### src/rtl/uart_dump_pkg.sv
// Shared types and constants for the UART memory dumper.
package uart_dump_pkg;

  localparam int BYTE_W = 8;

  typedef enum logic [2:0] {
    IDLE,
    READ,
    LOAD,
    SEND,
    WAIT_TX,
    NEXT,
    FINISH
  } dump_state_t;

endpackage

### src/rtl/word_byte_serializer.sv
// Sends one loaded word as BYTE_W-bit chunks, MSB byte first, over a tx_en/tx_done handshake.
module word_byte_serializer
  import uart_dump_pkg::*;
#(
  parameter int INSTR_WIDTH = 32
) (
  input  logic                   clk,
  input  logic                   rst,
  input  logic                   load,
  input  logic [INSTR_WIDTH-1:0] word_in,
  input  logic                   tx_busy,
  input  logic                   tx_done,
  output logic [BYTE_W-1:0]      tx_data,
  output logic                   tx_en,
  output logic                   word_done
);

  localparam int BYTES = INSTR_WIDTH / BYTE_W;
  localparam int IDXW  = (BYTES > 1) ? $clog2(BYTES) : 1;

  dump_state_t            phase;
  dump_state_t            phase_next;
  logic [INSTR_WIDTH-1:0] shift_reg;
  logic [IDXW-1:0]        byte_idx;
  logic                   last_byte;

  assign last_byte = (byte_idx == IDXW'(BYTES - 1));
  // tx_done outside WAIT_TX is deliberately dropped.
  assign word_done = (phase == WAIT_TX) && tx_done && last_byte;

  always_ff @(posedge clk) begin
    if (rst) phase <= IDLE;
    else     phase <= phase_next;
  end

  always_comb begin
    phase_next = phase;
    case (phase)
      IDLE:    if (load) phase_next = SEND;
      SEND:    if (!tx_busy) phase_next = WAIT_TX;
      WAIT_TX: if (tx_done) phase_next = last_byte ? IDLE : SEND;
      default: phase_next = IDLE;
    endcase
  end

  always_ff @(posedge clk) begin
    if (rst) begin
      shift_reg <= '0;
      byte_idx  <= '0;
      tx_en     <= 1'b0;
      tx_data   <= '0;
    end else begin
      tx_en <= 1'b0;
      case (phase)
        IDLE: begin
          if (load) begin
            shift_reg <= word_in;
            byte_idx  <= '0;
          end
        end
        SEND: begin
          if (!tx_busy) begin
            tx_en   <= 1'b1;
            tx_data <= shift_reg[INSTR_WIDTH-1 -: BYTE_W];
          end
        end
        WAIT_TX: begin
          if (tx_done) begin
            shift_reg <= shift_reg << BYTE_W;
            if (!last_byte) byte_idx <= byte_idx + 1'b1;
          end
        end
        default: ;
      endcase
    end
  end

endmodule

### src/rtl/uart_mem_dumper.sv
// Reads a run of words from instruction memory and streams them out of the UART TX port.
module uart_mem_dumper
  import uart_dump_pkg::*;
#(
  parameter  int INSTR_WIDTH = 32,
  parameter  int DEPTH       = 256,
  localparam int AW          = $clog2(DEPTH)
) (
  input  logic                   clk,
  input  logic                   rst,
  input  logic                   start,
  input  logic [AW-1:0]          start_addr,
  input  logic [AW:0]            word_count,
  output logic                   busy,
  output logic                   done,
  output logic [AW-1:0]          mem_rd_addr,
  input  logic [INSTR_WIDTH-1:0] mem_rd_data,
  output logic [BYTE_W-1:0]      tx_data,
  output logic                   tx_en,
  input  logic                   tx_busy,
  input  logic                   tx_done,
  output logic [AW:0]            words_sent
);

  if ((INSTR_WIDTH % BYTE_W) != 0 || INSTR_WIDTH == 0) begin : g_width_check
    $error("INSTR_WIDTH must be a nonzero multiple of 8");
  end

  dump_state_t state;
  dump_state_t state_next;
  logic [AW:0] remaining;
  logic        load;
  logic        word_done;

  assign load = (state == LOAD);

  word_byte_serializer #(
    .INSTR_WIDTH(INSTR_WIDTH)
  ) u_ser (
    .clk      (clk),
    .rst      (rst),
    .load     (load),
    .word_in  (mem_rd_data),
    .tx_busy  (tx_busy),
    .tx_done  (tx_done),
    .tx_data  (tx_data),
    .tx_en    (tx_en),
    .word_done(word_done)
  );

  always_ff @(posedge clk) begin
    if (rst) state <= IDLE;
    else     state <= state_next;
  end

  // SEND here spans the serializer's whole SEND/WAIT_TX byte loop for one word.
  always_comb begin
    state_next = state;
    case (state)
      IDLE:    if (start) state_next = (word_count != '0) ? READ : FINISH;
      READ:    state_next = LOAD;
      LOAD:    state_next = SEND;
      SEND:    if (word_done) state_next = NEXT;
      NEXT:    state_next = (remaining == (AW+1)'(1)) ? FINISH : READ;
      FINISH:  state_next = IDLE;
      default: state_next = IDLE;
    endcase
  end

  always_ff @(posedge clk) begin
    if (rst) begin
      busy        <= 1'b0;
      done        <= 1'b0;
      mem_rd_addr <= '0;
      remaining   <= '0;
      words_sent  <= '0;
    end else begin
      done <= 1'b0;
      case (state)
        IDLE: begin
          if (start) begin
            busy <= 1'b1;
            if (word_count != '0) begin
              mem_rd_addr <= start_addr;
              remaining   <= word_count;
              words_sent  <= '0;
            end
          end
        end
        NEXT: begin
          words_sent  <= words_sent + 1'b1;
          remaining   <= remaining - 1'b1;
          mem_rd_addr <= (mem_rd_addr == AW'(DEPTH - 1)) ? '0 : mem_rd_addr + 1'b1;
        end
        FINISH: begin
          done <= 1'b1;
          busy <= 1'b0;
        end
        default: ;
      endcase
    end
  end

endmodule

### config.mk
export PLATFORM = sky130hd
export DESIGN_NAME = uart_mem_dumper
export DESIGN_NICKNAME = d
export VERILOG_FILES = /design/src/rtl/uart_dump_pkg.sv /design/src/rtl/word_byte_serializer.sv /design/src/rtl/uart_mem_dumper.sv
export SDC_FILE = /design/constraint.sdc
export NUM_CORES = 1
export LEC_CHECK = 0
export BUFFER_PORTS_ARGS = -buffer_cell sky130_fd_sc_hd__buf_2
export CORE_UTILIZATION = 35
export CTS_CLUSTER_DIAMETER = 40
export DETAILED_ROUTE_END_ITERATION = 8
export SLEW_MARGIN = 10
export SYNTH_ARGS = -nofsm -noshare
export SYNTH_HDL_FRONTEND = slang
export SYNTH_SLANG_ARGS = --single-unit
### constraint.sdc
create_clock -name clk -period 2.35 [get_ports clk]
set_input_delay 0.1175 -clock clk [delete_from_list [all_inputs] [get_ports clk]]
set_output_delay 0.1175 -clock clk [all_outputs]
set_load 0.01 [all_outputs]
# After elaboration in Yosys (flattened, before gate mapping)
# Cells that the tools add are included.
[classes]
n_addsub = 4
eq_ne = 17
mux = 31
n_bitwise = 2
reduce_logical = 16
[ops]
columns = ["operator", "count"]
rows = [
  ["32-bit 2-to-1 mux", 2],
  ["32-bit case mux with 2 select lines", 1],
  ["9-bit 2-to-1 mux", 4],
  ["9-bit case mux with 2 select lines", 2],
  ["8-bit 2-to-1 mux", 3],
  ["3-bit 2-to-1 mux", 7],
  ["8-bit case mux with 2 select lines", 1],
  ["3-bit case mux with 5 select lines", 1],
  ["2-bit inequality test (second input constant)", 6],
  ["9-bit by 1-bit adder with 9-bit output (second input constant)", 1],
  ["3-bit by 2-bit == test with 1-bit output (second input constant)", 3],
  ["3-bit == test (second input constant)", 3],
  ["9-bit by 1-bit == test with 1-bit output (second input constant)", 1],
  ["3-bit case mux with 3 select lines", 1],
  ["3-bit AND reduction", 3],
  ["9-bit nonzero test", 1],
  ["9-bit by 1-bit subtractor with 9-bit output (second input constant)", 1],
  ["8-bit by 1-bit adder with 8-bit output (second input constant)", 1],
  ["8-bit == test (second input constant)", 1],
  ["2-bit 2-to-1 mux", 4],
  ["3-bit logical NOT", 2],
  ["2-bit AND reduction", 3],
  ["2-bit nonzero test", 3],
  ["2-bit case mux with 2 select lines", 1],
  ["10 further kinds", 14],
]
[word_totals]
reg_bits = 77
in_bits = 54
output_inout_bits = 28
wordCells = 81

# Logic depth before layout (Yosys ltp)
# Gate-level depths: netlist (run 1).
[depth]
ltp_word = 5
ltp_mapped = 7
ltp_nobuf = 6

# By module
# Synthesis (run 1) repeated with hierarchy kept, for this count alone.
[hier_totals]
cells_unflattened = 441
area_unflattened_um2 = 3913.8
[modules_own_cells]
columns = ["mod", "instances", "cells_each", "area_each_um2", "seq_area_each_um2"]
rows = [
  ["word_byte_serializer", 1, 204, 1970.6, 900.9],
  ["uart_mem_dumper", 1, 237, 1943.1, 620.6],
]

# Worst setup path after synthesis (run 1)
# Ideal clock, no wire load.
[synth_timing]
kind = "register to register"
start = "register state[0]"
end = "register words_sent[7]"
setup_time_ps = 136
arrival_ps = 1612
required_ps = 2214
slack_ps = 602
path_stages_with_launch = 8
path_buffers = 3
synth_period_minus_slack_ps = 1748
cell_sequence = "dfxtp_1 -> buf_2 -> and3b_1 -> clkbuf_1 -> nor2_1 -> buf_2 -> o41ai_1 -> a21oi_1"
[synth_between]
elab_chain_cells = 3
elab_cells_between_ends = 7
cone_classes = "eq/ne (3); mux (1); reduce/logical (3)"
[synth_rtl]
columns = ["element", "line_no", "text"]
rows = [
  ["start, declared", "uart_mem_dumper.sv:29", "dump_state_t state;"],
  ["start signal, assigned", "uart_mem_dumper.sv:53", "else state <= state_next;"],
  ["3-bit == test / 3-bit logical NOT (equally long branches)", "uart_mem_dumper.sv:79", "case (state)"],
  ["2-bit nonzero test (no line) / 2-bit inequality test (equally long branches)", "n/a", ""],
  ["3-bit AND reduction (no line)", "n/a", ""],
  ["end signal, assigned", "uart_mem_dumper.sv:91", "words_sent <= words_sent + 1'b1;"],
  ["end, declared", "uart_mem_dumper.sv:22", "output logic [AW:0] words_sent"],
]
# Parallel ways exist; a longest one is shown, timed or not.
# A chain may end at the register's enable or synchronous reset.

# Worst setup path after layout (run 1)
[layout_timing]
start = "register state[1]"
end = "register mem_rd_addr[5]"
[layout_between]
elab_chain_cells = 3
elab_cells_between_ends = 7
cone_classes = "eq/ne (3); mux (1); reduce/logical (3)"
[layout_rtl]
columns = ["element", "line_no", "text"]
rows = [
  ["3-bit == test / 3-bit logical NOT (equally long branches)", "uart_mem_dumper.sv:79", ""],
  ["2-bit nonzero test (no line) / 2-bit inequality test (equally long branches)", "n/a", ""],
  ["3-bit AND reduction (no line)", "n/a", ""],
  ["end signal, assigned", "uart_mem_dumper.sv:84", "mem_rd_addr <= start_addr;"],
  ["end signal, assigned", "uart_mem_dumper.sv:93", "mem_rd_addr <= (mem_rd_addr == AW'(DEPTH - 1)) ? '0 : mem_rd_addr + 1'b1;"],
  ["end, declared", "uart_mem_dumper.sv:16", "output logic [AW-1:0] mem_rd_addr,"],
]
# Parallel ways exist; a longest one is shown, timed or not.

==> results of run 1 <==
[where the power goes]
part	total (mW)	internal [mW]	switching (mW)
logic	0.486	0.219	0.267
registers	1.45	1.37	0.0731
clock network	1.08	0.522	0.557
total	3.01	2.12	0.897
[kinds of logic (layout without fill, tap and decap cells)]
logic type,after synthesis,after routing
and+or+nand+nor,146,146
AOI/OAI and AO/OA,125,125
adders and majority gates,5,5
buffers and inverters,39,125
DFF,76,76
muxes,32,32
[worst max-delay path: cells and delay by family, from the launching register on]
family,cells,cell delay (ns)
AO/OA/AOI/OAI,1,0.13
buffers and inverters,1,0.31
flip-flops,1,0.55
AND/OR/NAND/NOR,3,0.99
[synthesized netlist by cell type (5+ instances only)]
cell type  number
buf_2          13
nand4_1         7
nor2_1         61
a211oi_1       30
ha_1            5
mux2i_1        32
nand3_1         8
or4_1           7
clkbuf_1       14
a22oi_1         9
o31ai_1        13
nand2_1        24
o21ai_0         7
a21oi_1        26
inv_1           6
dfxtp_1        76
[stage by stage]
step | std cells | util [%]
5_1_grt | 645 | 44.39
3_5_place_dp | 621 | 41.53
3_3_place_gp | 621 | 41.53
2_1_floorplan | 423 | -
6_report | 645 | 44.39
4_1_cts | 645 | 44.39
[layer usage]
layer / vias up / routed length [um]
met2: 92 / 4332
met5: - / 0
met1: 1639 / 4538
li1: 1759 / -
met4: 0 / 75
met3: 4 / 564
[area by class of cell]
| class | count | area (sq um) |
|---|---|---|
| Clock buffer | 9 | 123.9 |
| Clock inverter | 7 | 90.09 |
| Fill cell | 1055 | 5715 |
| Inverter | 6 | 22.52 |
| Multi-Input combinational cell | 308 | 2018 |
| Sequential cell | 76 | 1521 |
| Tap cell | 136 | 170.2 |
| Timing Repair Buffer | 103 | 615.6 |
[how the worst max path moves through the flow]
| stage | to | slack, ns | cells past startpoint |
|---|---|---|---|
| 6_report | mem_rd_addr[5]$_SDFFE_PP0P_ | 0.25 | 5 |
| 5_1_grt | remaining[0]$_SDFFE_PP0P_ | 0.02 | 4 |
| 4_1_cts | remaining[0]$_SDFFE_PP0P_ | 0.24 | 4 |
| 3_5_place_dp | remaining[0]$_SDFFE_PP0P_ | 0.13 | 6 |
| 3_3_place_gp | remaining[0]$_SDFFE_PP0P_ | 0.21 | 6 |
| 2_1_floorplan | words_sent[7]$_SDFFE_PP0P_ | 0.60 | 7 |
==> impl_results.md, run 1 <==
* Status: finished clean
* Global-route wire length before repair at 15730 um
* Starting DRT DRC Count at ~200
* Max-cap viol count at 0
* Core area at 0.01028 sq mm
* Sequential share of the synthesized area at 41.22%
* Worst Clk Skew at 0.01424 ns
* Post-Synthesis Cells at approximately 420
* Critical Path Sink Type: flop
* Port-buffer cells at slightly above 80
* Post-synth EDFFs at 0
* Die area at 0.01096 sq mm
* Leak at between 1.5 and 2 nW
* Normalized max-slew margin at 44.20%
* R2R depth at 5
* Largest net degree at the start of global routing at 68
* Clock Path Buffers at 2
* Hold_sp: start_addr[1]
* Flops & latches, synth at 76
* Worst path required time at around 2.6 ns
* Fmax at 475.2 MHz
* 1st-pass router iterations at 4
* Post-synthesis net count at 482
* DR vias/cell at between 5 and 6
* Minimum clock period after layout at 2.104 ns
* I/O pin count at just over 80
* Tcrit/Tclk final at 89.55%
* Net count, final at 563
* Kind of critical path: flop to flop
* DRT antenna net count at 0
* M2 GR Usage at between 20% and 30%
* Global Route met1 Usage at 23.00%
* Multiplexer share of the synthesized area at 8.678%
* CP max FO at 30
* H-Tree Depth at 3
* Total GRT Usage at 17.88%
* # diodes at 0
* Placed Area at around 0.0043 sq mm
* Post-Synth XOR/XNOR Area at 0%
* Synth unique cells at 60
* Placer's final routability congestion estimate at 0.7879
* Setup Buffers After CTS at 0
* Drc violations at 0
* Vias in the first global route at 3272
* Area Growth Syn to Fin at 23.59%
* Final setup viols at 0
* Worst r2r dst: mem_rd_addr[5]$_SDFFE_PP0P_
* Die H at 104.7 um
* Worst-path clk slew at around 0.09 ns
* Reg2Reg Launch Point: state[1]$_SDFFE_PP0P_
* CP Launch Type: flop
* Die W at 104.7 um
* GRT met3 Usage at roughly 6.2%
* Clock Sinks at 76
* Fin area at about 0.0046 sq mm
* Num rows at 37
* Worst vdd ir at 328.9 uV
* Share of cells above drive strength 1 at 23.18%
* Top-area cell type share of the netlist area at 41.22%
* Power per cell area at 660.5 mW/mm^2
* Pre-CTS WS at 0.1345 ns
* Detailed placement HPWL at 6535 um
* Max reg flops at 32
* Synth Area in Compound Gates at a little under a quarter
* Fin Hold WS at 0.02653 ns
* Hold Crit Depth at 3
* Worst R2R Setup Slack at roughly 0.25 ns
* Dominant cells by area after synthesis: dfxtp_1 (41%), mux2i_1 (8.7%), nor2_1 (6.2%), a211oi_1 (6.1%), a21oi_1 (3.5%)
* Post-Synth Simple-Gate Area at 19.93%
* Hold bufs inserted after CTS at 8
* CTS tree: done
* Detailed-route wire length per cell at 14.74 um
* Main combinational cell family by area after synthesis: compound AO/OA/AOI/OAI gates
* Vias at 3494
* Clock latency on the worst-skew pair at 0.36 ns
* Synth Area per Inst at 8.726 sq um
* Critical path's slowest cell: dfxtp_1
* CP max stage delay at 0.55 ns
* CP Data Arrival Time at 2.33 ns
* Routed WL at 9510 um
* Starting density of the core at 35.91%
* Commonest cells after routing, fill and taps aside: buf_2 (81), dfxtp_1 (76), nor2_1 (61)
* GRT busiest layer: met2
* Antenna violations before repair at 0
* Synth area leader: dfxtp_1
* Most common cell after layout, fill and taps aside: buf_2
* Worst Hold Endpoint: mem_rd_addr[1]$_SDFFE_PP0P_
* Asr flop ratio synth at 0%
* Number of buffers created by CTS at 9
* Hold Crit Class: input pin to flop
* Tot Pwr at 3.013 mW
* Dominant synthesized flop cell: dfxtp_1
* Critical path launch point: state[1]$_SDFFE_PP0P_
* Cell area after synthesis at 0.003691 sq mm
* Worst path cell trace: nand3b_1, buf_4, nand4_1, nand2_1, o32ai_1
* Max-slew violations at 0
* Adder-Cell Fraction of Synth Area at 1.695%
* Least-Margin Pin Slew at 0.8371 ns
* Root Driver: clkbuf_8
* Final hold violation count at 0
* RSZ-0062 raised after global routing: no
* Setup_tns at 0 ns
* Warnings from Yosys at 0
* Final worst slack at 0.2455 ns
* Post-CTS sizing at 0
* Total grt overflow at 0
(Power assumes the default switching activity.)
==> run 2: changes to the inputs <==
--- a/config.mk
+++ b/config.mk
@@ -6,9 +6,10 @@
 export NUM_CORES = 1
 export LEC_CHECK = 0
 export BUFFER_PORTS_ARGS = -buffer_cell sky130_fd_sc_hd__buf_2
-export CORE_UTILIZATION = 35
+export CORE_UTILIZATION = 48
 export CTS_CLUSTER_DIAMETER = 40
 export DETAILED_ROUTE_END_ITERATION = 8
+export PLACE_DENSITY = 0.72
 export SLEW_MARGIN = 10
 export SYNTH_ARGS = -nofsm -noshare
 export SYNTH_HDL_FRONTEND = slang
==> run 2 against run 1 <==
Via count fell by 0.60%; final cell count fell by 6.8%; design area shrank 2.8%; clock-buffer cell count stayed put; sequential power barely moved; power is 5.5% lower; global-route usage increased by 5.2 points; critical path depth shrank 1; sequential cell count is the same; combinational power decreased by 4.5%; clock skew shrank 0.0044 ns; critical path type unchanged.
==> impl_results.md, run 2 (synthesis results as in run 1) <==
* Worst-path clk slew at 0.07 ns (-0.02 ns)
* Antenna violations before repair at 0 (unchanged)
* Power per cell area at 641.8 mW/mm^2 (-2.8%)
* Most common cell after layout, fill and taps aside: buf_2
* CTS tree: done
* Hold Crit Class: input pin to flop
* Detailed placement HPWL at 6013 um (-8.0%)
* # diodes at 0 (unchanged)
* Critical Path End: u_ser.byte_idx[1]$_SDFFE_PP0P_
* Worst path cell trace: or4b_4, a21o_1, or4b_1, a21oi_1
* Top delay family on crit path: simple AND/OR/NAND/NOR gates
* Largest net degree at the start of global routing at 50 (-26%)
* M2 GR Usage at 36.23% (+8.3 points)
* Worst Clk Skew at 0.009871 ns (-0.004369 ns)
* H-Tree Depth at 3 (unchanged)
* Root Driver: clkbuf_8
* Fin Hold WS at 0.009754 ns (-0.01677 ns)
* Kind of critical path: flop to flop
* Detailed-route wire length per cell at 14.64 um (-0.74%)
* Setup_tns at 0 ns (unchanged)
* Clock Sinks at 76 (unchanged)
* Reg2Reg Launch Point: state[1]$_SDFFE_PP0P_
* Placer's final routability congestion estimate at 0.8368 (+6.2%)
* Post-CTS sizing at 0 (unchanged)
* RSZ-0062 raised after global routing: no
* Area Growth Syn to Fin at 20.17%
* DRT antenna net count at 0 (unchanged)
* Total grt overflow at 0 (unchanged)
* Port-buffer cells at 81 (unchanged)
* Tcrit/Tclk final at 93.28% (+3.7 points)
* Num rows at 31 (-16%)
* Vias in the first global route at 3095 (-5.4%)
* I/O pin count at 82 (unchanged)
* Drc violations at 0 (unchanged)
* Net count, final at 558 (-0.89%)
* Tot Pwr at 2.847 mW (-5.5%)
* Worst R2R Setup Slack at 0.16 ns (-0.09 ns)
* Buf/Inv on CP at 0 (-1)
* Global-route wire length before repair at 14320 um (-9.0%)
* Normalized max-slew margin at 48.97% (+4.8 points)
* Final hold violation count at 0 (unchanged)
* Routed WL at 8796 um (-7.5%)
* Worst path required time at 2.63 ns (+0.06 ns)
* CP max stage delay at 0.56 ns (about the same)
* Worst r2r dst: u_ser.byte_idx[1]$_SDFFE_PP0P_
* Commonest cells after routing, fill and taps aside: buf_2 (81), dfxtp_1 (76), nor2_1 (61)
* Critical Path Sink Type: flop
* Max-slew violations at 0 (unchanged)
* Final setup viols at 0 (unchanged)
* Least-Margin Pin Slew at 0.7655 ns (-0.07159 ns)
* R2R depth at 4 (-1)
* Starting DRT DRC Count at 169 (-16%)
* Status: finished clean
* Starting density of the core at 50.35% (+14 points)
* GRT met3 Usage at 5.119% (-1.1 points)
* Setup Buffers After CTS at 0 (unchanged)
* Vias at 3473 (-0.60%)
* Hold bufs inserted after CTS at 5 (-3)
* CP Data Arrival Time at 2.47 ns (+0.14 ns)
* Filler Cell Count at 646 (-39%)
* 1st-pass router iterations at 4 (unchanged)
* Die W at 89.69 um (-14%)
* Crit path depth at 4 (-1)
* Critical path's slowest cell: or4b_4
* Number of buffers created by CTS at 9 (unchanged)
* Max-cap viol count at 0 (unchanged)
* Worst vdd ir at 320.3 uV (-2.6%)
* CP Launch Type: flop
* Critical path launch point: state[1]$_SDFFE_PP0P_
* DR vias/cell at 5.779 (+6.7%)
* Minimum clock period after layout at 2.192 ns (+0.08759 ns)
* Leak at 1.863 nW (-2.4%)
* Total GRT Usage at 23.06% (+5.2 points)
* Fmax at 456.2 MHz (-4.0%)
* Die area at 0.008044 sq mm (-27%)
* CP max FO at 14 (-53%)
* Clock latency on the worst-skew pair at 0.35 ns (about the same)
* Share of cells above drive strength 1 at 22.71% (-0.47 points)
* GRT busiest layer: met2
* Clock Path Buffers at 2 (unchanged)
* Max reg flops at 32 (unchanged)
* Core area at 0.007331 sq mm (-29%)
* Die H at 89.69 um (-14%)
* Global Route met1 Usage at 31.25% (+8.3 points)
[run 2: changes by cell type in the layout (fill, tap and decap cells not counted), sizes merged]
cell / change
buf: -2
dlygate4sd3: -3
clkinv: +1
inv: -5
clkinvlp: +2
[run 2: tightest hold or removal path, stage by stage]
cell and delay (ns):
buf_2 0.07, a22oi_1 0.05, nor2_1 0.07
[run 2: cell type report]
| class | instances | area, sq um | area share (%) |
|---|---|---|---|
| clock inverters | 5 | 55.05 | 1.241 |
| flip-flops and latches | 76 | 1521 | 34.30 |
| well taps | 99 | 123.9 | 2.793 |
| clock buffers | 9 | 123.9 | 2.793 |
| inverters | 6 | 22.52 | 0.5078 |
| repair buffers | 98 | 570.5 | 12.86 |
| multi-input cells | 308 | 2018 | 45.50 |
[run 2: metal layers]
metal  part of all wire [%]  routed length [um]  vias up
li1                       -                   -     1751
met5                      0                   0        -
met3                    5.7                 500        8
met2                     47                4134      110
met1                     47                4102     1604
met4                   0.67                  59        0
[run 2: worst min-delay path by stage]
stage	cells after the start	startpoint	to	slack, ns
after floorplan	2	mem_rd_data[0]	u_ser.shift_reg[0]$_SDFFE_PP0P_	0.27
after global placement	3	mem_rd_data[7]	u_ser.shift_reg[7]$_SDFFE_PP0P_	0.36
after detailed placement	3	mem_rd_data[5]	u_ser.shift_reg[5]$_SDFFE_PP0P_	0.36
after CTS	3	mem_rd_data[3]	u_ser.shift_reg[3]$_SDFFE_PP0P_	0.001
after global routing	3	mem_rd_data[3]	u_ser.shift_reg[3]$_SDFFE_PP0P_	0.009
final	3	mem_rd_data[3]	u_ser.shift_reg[3]$_SDFFE_PP0P_	0.01
[run 2: report_power, final]
| part | switching (mW) | internal, mW | total (mW) |
|---|---|---|---|
| logic | 0.257 | 0.208 | 0.464 |
| registers | 0.0774 | 1.38 | 1.45 |
| clock network | 0.455 | 0.474 | 0.930 |
[run 2: through the flow]
stage                     setup slack, ns  util [%]  cells  area, sq um
after floorplan                    0.6019         -    423         3691
after global placement             0.2331     57.38    582         4207
after detailed placement           0.1757     57.38    582         4207
after CTS                          0.1738     60.51    601         4436
after global routing              0.07411     60.51    601         4436
final                              0.1579     60.51    601         4436
